===== config.mk =====
export PLATFORM = sky130hd
export DESIGN_NAME = keypad_scanner_flat
export DESIGN_NICKNAME = d
export VERILOG_FILES = /design/src/rtl/keypad_pkg.sv /design/src/rtl/keypad_scanner_if.sv /design/src/rtl/keypad_scanner_sync_2ff.sv /design/src/rtl/keypad_scanner.sv /design/src/flat_wrapper.sv
export SDC_FILE = /design/constraint.sdc
export NUM_CORES = 1
export LEC_CHECK = 0
export CAP_MARGIN = 20
export CORE_MARGIN = 3
export CORE_UTILIZATION = 55
export DETAILED_ROUTE_END_ITERATION = 12
export GPL_TIMING_DRIVEN = 0
export PLACE_DENSITY_LB_ADDON = 0.08
export SLEW_MARGIN = 5
export SYNTH_ARGS = -nofsm -noshare
export SYNTH_HDL_FRONTEND = slang
export SYNTH_HIERARCHICAL = 1
export SYNTH_SLANG_ARGS = --single-unit

===== constraint.sdc =====
create_clock -name clk -period 5.4 [get_ports clk]
set_input_delay 0.54 -clock clk [delete_from_list [all_inputs] [get_ports clk]]
set_output_delay 0.54 -clock clk [all_outputs]
set_load 0.1 [all_outputs]

===== src/rtl/keypad_pkg.sv =====
// Shared constants, scan-state encoding and the row priority encoder for the
// 4x4 keypad scanner.
package keypad_pkg;

  localparam int NUM_COLS = 4;
  localparam int NUM_ROWS = 4;
  localparam logic [2:0] LANE_NONE = 3'd4;

  typedef enum logic [1:0] {
    SETTLE  = 2'd0,
    SAMPLE  = 2'd1,
    COMPARE = 2'd2
  } scan_state_e;

  // Lowest-index pressed row wins; LANE_NONE when the column is idle.
  function automatic logic [2:0] row_prio_encode(input logic [3:0] rows);
    logic [2:0] code;
    code = LANE_NONE;
    for (int r = NUM_ROWS - 1; r >= 0; r--) begin
      if (rows[r]) code = 3'(r);
    end
    return code;
  endfunction

endpackage


===== src/rtl/keypad_scanner_if.sv =====
// Keypad lane interface: column strobes and row inputs toward the pad,
// debounced lane codes, press events and scan status toward the game logic.
interface keypad_if;

  logic [3:0] row_in;
  logic [3:0] col_n;
  logic [2:0] num0;
  logic [2:0] num1;
  logic [2:0] num2;
  logic [2:0] num3;
  logic       key_valid;
  logic [3:0] key_code;
  logic       scan_done;
  logic [1:0] scan_state;

  // key_valid is a one-cycle event strobe with no back-pressure: the
  // consumer must take key_code in every cycle key_valid is high.
  modport master (
    input  row_in,
    output col_n, num0, num1, num2, num3,
    output key_valid, key_code, scan_done, scan_state
  );

  modport slave (
    output row_in,
    input  col_n, num0, num1, num2, num3,
    input  key_valid, key_code, scan_done, scan_state
  );

endinterface


===== src/rtl/keypad_scanner_sync_2ff.sv =====
// Two-flop synchronizer for asynchronous level inputs.
module sync_2ff #(
  parameter int WIDTH = 1
) (
  input  logic             clk,
  input  logic             rst_n,
  input  logic [WIDTH-1:0] i_d,
  output logic [WIDTH-1:0] o_q
);

  logic [WIDTH-1:0] r_meta;
  logic [WIDTH-1:0] r_sync;

  always_ff @(posedge clk or negedge rst_n) begin
    if (!rst_n) begin
      r_meta <= '0;
      r_sync <= '0;
    end else begin
      r_meta <= i_d;
      r_sync <= r_meta;
    end
  end

  assign o_q = r_sync;

endmodule


===== src/rtl/keypad_scanner.sv =====
// 4x4 keypad scanner: strobes columns, samples synchronized rows, debounces
// whole-matrix scans and publishes lane codes plus one event per new press.
module keypad_scanner
  import keypad_pkg::*;
#(
  parameter int SCAN_DIV  = 1000,
  parameter int DEB_SCANS = 4
) (
  input  logic     clk,
  input  logic     rst_n,
  keypad_if.master kp
);

  localparam int CNT_W = $clog2(SCAN_DIV);
  localparam int STB_W = $clog2(DEB_SCANS + 1);
  localparam logic [1:0] ST_SETTLE  = SETTLE;
  localparam logic [1:0] ST_SAMPLE  = SAMPLE;
  localparam logic [1:0] ST_COMPARE = COMPARE;

  logic [3:0]       w_rows;
  logic [1:0]       r_state;
  logic [CNT_W-1:0] r_cnt;
  logic [1:0]       r_col;
  logic [3:0]       r_col_n;
  logic [15:0]      r_snap;
  logic [15:0]      r_prev;
  logic [15:0]      r_deb;
  logic [15:0]      r_pending;
  logic [STB_W-1:0] r_stable;
  logic [2:0]       r_num [NUM_COLS];
  logic [3:0]       r_last_code;

  logic [STB_W-1:0] w_stable_nxt;
  logic             w_deb_load;
  logic [15:0]      w_new_press;
  logic             w_any;
  logic [3:0]       w_low_idx;
  logic [15:0]      w_low_mask;

  sync_2ff #(.WIDTH(NUM_ROWS)) u_row_sync (
    .clk   (clk),
    .rst_n (rst_n),
    .i_d   (kp.row_in),
    .o_q   (w_rows)
  );

  always_comb begin
    w_stable_nxt = STB_W'(1);
    if (r_snap == r_prev) begin
      w_stable_nxt = (r_stable == STB_W'(DEB_SCANS)) ? r_stable : r_stable + 1'b1;
    end
    w_deb_load  = (r_state == ST_COMPARE) && (w_stable_nxt == STB_W'(DEB_SCANS));
    w_new_press = w_deb_load ? (r_snap & ~r_deb) : '0;
  end

  // Scan downward so the lowest set bit is the one left standing.
  always_comb begin
    w_any      = |r_pending;
    w_low_idx  = '0;
    w_low_mask = '0;
    for (int i = 15; i >= 0; i--) begin
      if (r_pending[i]) begin
        w_low_idx     = 4'(i);
        w_low_mask    = '0;
        w_low_mask[i] = 1'b1;
      end
    end
  end

  always_ff @(posedge clk or negedge rst_n) begin
    if (!rst_n) begin
      r_state  <= ST_SETTLE;
      r_cnt    <= '0;
      r_col    <= '0;
      r_col_n  <= 4'b1110;
      r_snap   <= '0;
      r_prev   <= '0;
      r_deb    <= '0;
      r_stable <= '0;
    end else begin
      case (r_state)
        ST_SETTLE: begin
          if (r_cnt == CNT_W'(SCAN_DIV - 1)) begin
            r_cnt   <= '0;
            r_state <= ST_SAMPLE;
          end else begin
            r_cnt <= r_cnt + 1'b1;
          end
        end
        ST_SAMPLE: begin
          r_snap[{r_col, 2'b00} +: 4] <= w_rows;
          // Strobe moves on the same edge as the index so it stays one-hot-low.
          if (r_col == 2'd3) begin
            r_col   <= '0;
            r_col_n <= 4'b1110;
            r_state <= ST_COMPARE;
          end else begin
            r_col   <= r_col + 1'b1;
            r_col_n <= {r_col_n[2:0], r_col_n[3]};
            r_state <= ST_SETTLE;
          end
        end
        ST_COMPARE: begin
          r_stable <= w_stable_nxt;
          r_prev   <= r_snap;
          if (w_deb_load) r_deb <= r_snap;
          r_state  <= ST_SETTLE;
        end
        default: r_state <= ST_SETTLE;
      endcase
    end
  end

  always_ff @(posedge clk or negedge rst_n) begin
    if (!rst_n) begin
      r_pending   <= '0;
      r_last_code <= '0;
    end else begin
      r_pending <= (r_pending & ~w_low_mask) | w_new_press;
      if (w_any) r_last_code <= w_low_idx;
    end
  end

  always_ff @(posedge clk or negedge rst_n) begin
    if (!rst_n) begin
      for (int c = 0; c < NUM_COLS; c++) r_num[c] <= LANE_NONE;
    end else begin
      for (int c = 0; c < NUM_COLS; c++) begin
        r_num[c] <= row_prio_encode(r_deb[c*NUM_ROWS +: NUM_ROWS]);
      end
    end
  end

  assign kp.col_n      = r_col_n;
  assign kp.num0       = r_num[0];
  assign kp.num1       = r_num[1];
  assign kp.num2       = r_num[2];
  assign kp.num3       = r_num[3];
  assign kp.key_valid  = w_any;
  assign kp.key_code   = w_any ? w_low_idx : r_last_code;
  assign kp.scan_done  = (r_state == ST_COMPARE);
  assign kp.scan_state = r_state;

endmodule


===== src/flat_wrapper.sv =====
// flat-port wrapper written by rule: the top's interface ports become plain ports
module keypad_scanner_flat import keypad_pkg::*;
#(
  parameter int SCAN_DIV  = 1000,
  parameter int DEB_SCANS = 4
)
  (clk, rst_n, kp_row_in, kp_col_n, kp_num0, kp_num1, kp_num2, kp_num3, kp_key_valid, kp_key_code, kp_scan_done, kp_scan_state);
  keypad_if kp_i ();
  input  logic clk;
  input  logic rst_n;
  input wire logic [$bits(kp_i.row_in)-1:0] kp_row_in;
  output wire logic [$bits(kp_i.col_n)-1:0] kp_col_n;
  output wire logic [$bits(kp_i.num0)-1:0] kp_num0;
  output wire logic [$bits(kp_i.num1)-1:0] kp_num1;
  output wire logic [$bits(kp_i.num2)-1:0] kp_num2;
  output wire logic [$bits(kp_i.num3)-1:0] kp_num3;
  output wire logic [$bits(kp_i.key_valid)-1:0] kp_key_valid;
  output wire logic [$bits(kp_i.key_code)-1:0] kp_key_code;
  output wire logic [$bits(kp_i.scan_done)-1:0] kp_scan_done;
  output wire logic [$bits(kp_i.scan_state)-1:0] kp_scan_state;
  assign kp_i.row_in = kp_row_in;
  assign kp_col_n = kp_i.col_n;
  assign kp_num0 = kp_i.num0;
  assign kp_num1 = kp_i.num1;
  assign kp_num2 = kp_i.num2;
  assign kp_num3 = kp_i.num3;
  assign kp_key_valid = kp_i.key_valid;
  assign kp_key_code = kp_i.key_code;
  assign kp_scan_done = kp_i.scan_done;
  assign kp_scan_state = kp_i.scan_state;
  keypad_scanner #(.SCAN_DIV(SCAN_DIV), .DEB_SCANS(DEB_SCANS)) u_core (.clk(clk), .rst_n(rst_n), .kp(kp_i));
endmodule

==> impl_metrics.tcl <==
set metrics [dict create \
    status "finished, final reports clean" \
    gp_congestion 0.815 \
    crit_required_ns 4.86 \
    hp-class "input pin to async pin" \
    hold_viol 0 \
    critPathCaptureType "output pin" \
    crit_family "simple AND/OR/NAND/NOR gates" \
    root_buffer "clkbuf_8" \
    clk-insertion-delay-late_ns 0.36 \
    crit_path_frequent_cell "nor2_1" \
    numCtsBuffers 9 \
    worst_slew_pin_slew_ns 0.987 \
    synth_seq_cells 109 \
    fp-row-count 33 \
    grt_max_degree 71 \
    postCtsSetupBuffers 0 \
    place_area_um2 5130 \
    maxCapViolCount 0 \
    dr.pass1.iters 4 \
    avgViaCountPerCell 5.64 \
    crit_type "flop to output pin" \
    path_max_fanout 7 \
    fp.dieH_um 98.3 \
    fin_area_um2 5310 \
    drt-initial-drc-count 121 \
    period_share_pct 72.8 \
    drive_gt1_share_pct 13.1 \
    timing.setup.tns_ns 0 \
    syn2layout_area_growth_pct 13.4 \
    synth-async-reset-ratio_pct 100 \
    yosys-top-cells-area "dfrtp_1, mux2_2, dfstp_2" \
    pwr_density_cell_nw_per_um2 244 \
    critPathBufInv 1 \
    htree_levels 3 \
    max_slew_margin_pct 33.7 \
    antenna_found_initial 0 \
    grtUsageTotal_pct 19.5 \
    start_kind "flop" \
    finClkSkew_ns 0.00904 \
    grt_pass1_wl_mm 15.0 \
    totalWireLength_mm 8.44 \
    slowest_stage "clkdlybuf4s50_1" \
    synth.top_cell.area_share_pct 54.5 \
    fin_crit_ns 3.93 \
    synth_edf_count 0 \
    io_pins 30 \
    clock_sinks 109 \
    start_util_pct 56.7 \
    nets 445 \
    cts_buffer_depth 2 \
    slowest_delay_ns 1.15 \
    yosys_warnings 6 \
    synth-seq-area-share_pct 58.5 \
    leakagePower_nw 2.54 \
    drc_errors 0 \
    num_vias 3043 \
    die_w_um 98.3 \
    ant_nets 0 \
    grt_pass1_vias 3092 \
    wl_per_cell_um 15.6 \
    pre_cts_slack_ns 1.84 \
    syn_area_um2 4680 \
    detailed_place_hpwl_mm 6.12 \
    finalMaxSlewViolations 0 \
    ir_drop_mv 0.140 \
    die-area_um2 9650 \
    fin_ws_ns 1.47 \
    core_um2 8260 \
    synthFlopType "dfrtp_1" \
    gr-total-overflow 0 \
    cts_tree "yes" \
    rsz0062_at_grt "false" \
    postCtsResizedCells 0 \
    hold_buffers 0 \
    avgSynthCellArea_um2 12.0 \
    yosysTopAreaCell "dfrtp_1" \
    synthDistinctLibCells 47 \
    synth_nets 404 \
    cp.arrival_ns 3.39 \
    setup_viol 0 \
    utilization_pct 64.3 \
    portBuffers 29 \
    fmax_mhz 255 \
    clkTransAtPathRegs_ns 0.09 \
    holdWs_ns 0.151 \
    path_cells "nor4_1 -> nand4_1 -> nor2_1 -> nor2_1 -> a21oi_1 -> clkdlybuf4s50_1" \
    syn_inst 389 \
    num_antenna_cells 0 \
]
[state kept, by name (all words and copies together), names as in the netlist]
signal / count
u_core/r_pending: 16
u_core/kp.col_n: 4
u_core/r_stable: 3
u_core/u_row_sync/o_q: 4
u_core/r_snap: 16
u_core/r_deb: 16
u_core/kp.num3: 3
u_core/r_last_code: 4
u_core/kp.num2: 3
u_core/r_prev: 16
u_core/kp.num1: 3
u_core/r_cnt: 10
u_core/u_row_sync/r_meta: 4
u_core/r_col: 2
u_core/kp.scan_state: 2
u_core/kp.num0: 3
[logic make-up after synthesis]
logic type                 share of synthesized area [%]
buffers and inverters                               2.91
AOI/OAI and AO/OA                                   13.1
xor gates and xnor gates                            3.37
DFF                                                 58.5
adders and majority gates                           2.41
and+or+nand+nor                                     11.6
muxes                                               8.21
[per-stage QoR]
step                      instances  total power [W]
after floorplan                 389         0.000836
after global placement          523         0.000857
after detailed placement        524         0.000859
after CTS                       540          0.00131
after global routing            540          0.00135
final                           540          0.00130
[layer usage]
| layer | track usage, % | wire length (um) | up-vias |
|---|---|---|---|
| li1 | - | - | 1489 |
| met4 | 6.41 | 113 | 0 |
| met1 | 27.5 | 4060 | 1494 |
| met3 | 4.00 | 271 | 11 |
| met5 | 0 | 0 | - |
| met2 | 30.6 | 4000 | 49 |
[final cells by class]
cell class,instances,area [um2]
fill,658,2950
sequential,109,2740
multi-input combinational,248,1810
timing repair buffer,30,315
clock buffer,15,176
tap,105,131
inverter,24,90.1
buffer,8,46.3
clock inverter,1,5.00
[cell usage in the layout, fill, tap and decap left out, types with 2 or more instances in the layout]
master,count
o21ai_0,27
buf_6,2
or3_1,4
a211oi_1,3
xor2_1,14
mux2_4,10
inv_1,24
nand4_1,4
dfrtp_1,102
a32o_1,6
nand2b_1,8
nor3_1,8
a22o_1,17
dfstp_2,7
o31ai_1,8
o31a_1,2
mux2i_1,2
ha_1,9
a31oi_1,3
nor2_1,19
clkdlybuf4s50_1,28
o41ai_1,2
a21oi_1,11
nor4b_1,3
o21bai_1,2
clkbuf_8,12
mux2_2,19
or4_1,6
nor4_1,9
nor3b_1,3
xnor2_1,4
nand3_1,2
clkbuf_1,8
nor2b_1,2
nand2_1,28
[worst paths after layout]
kind,start,end,slack [ns],cells after the start
worst max-delay path,u_core/r_pending[0],kp_key_code[0],1.47,6
worst min-delay path,rst_n,u_core/r_pending[3],0.15,1
worst max register to register,u_core/kp.scan_state[0],u_core/r_pending[8],2.79,6
worst min register to register,u_core/u_row_sync/r_meta[0],u_core/u_row_sync/o_q[0],0.35,0
max in group asynchronous,rst_n,u_core/kp.col_n[1],4.51,2
min in group clk,u_core/u_row_sync/r_meta[0],u_core/u_row_sync/o_q[0],0.35,0
[synth_stat cells, drive strengths merged, types with 3 or more instances]
master    n
dfrtp   102
mux2     29
nand2    28
o21ai    27
inv      24
nor2     19
a22o     17
xor2     14
a21oi    11
ha        9
nor4      9
nand2b    8
nor3      8
o31ai     8
dfstp     7
a32o      6
or4       6
clkbuf    5
nand4     4
or3       4
xnor2     4
a211oi    3
a31oi     3
buf       3
nor3b     3
nor4b     3
[power by group]
group / internal, W / leakage (nW) / switching, W / total (W)
Combinational: 0.00000501 / 0.983 / 0.0000152 / 0.0000202
Clock: 0.000206 / 0.0937 / 0.000250 / 0.000456
Sequential: 0.000819 / 1.47 / 0.00000259 / 0.000821
Total: 0.00103 / 2.54 / 0.000268 / 0.00130
Note: power is estimated with default switching activity, not from simulation.
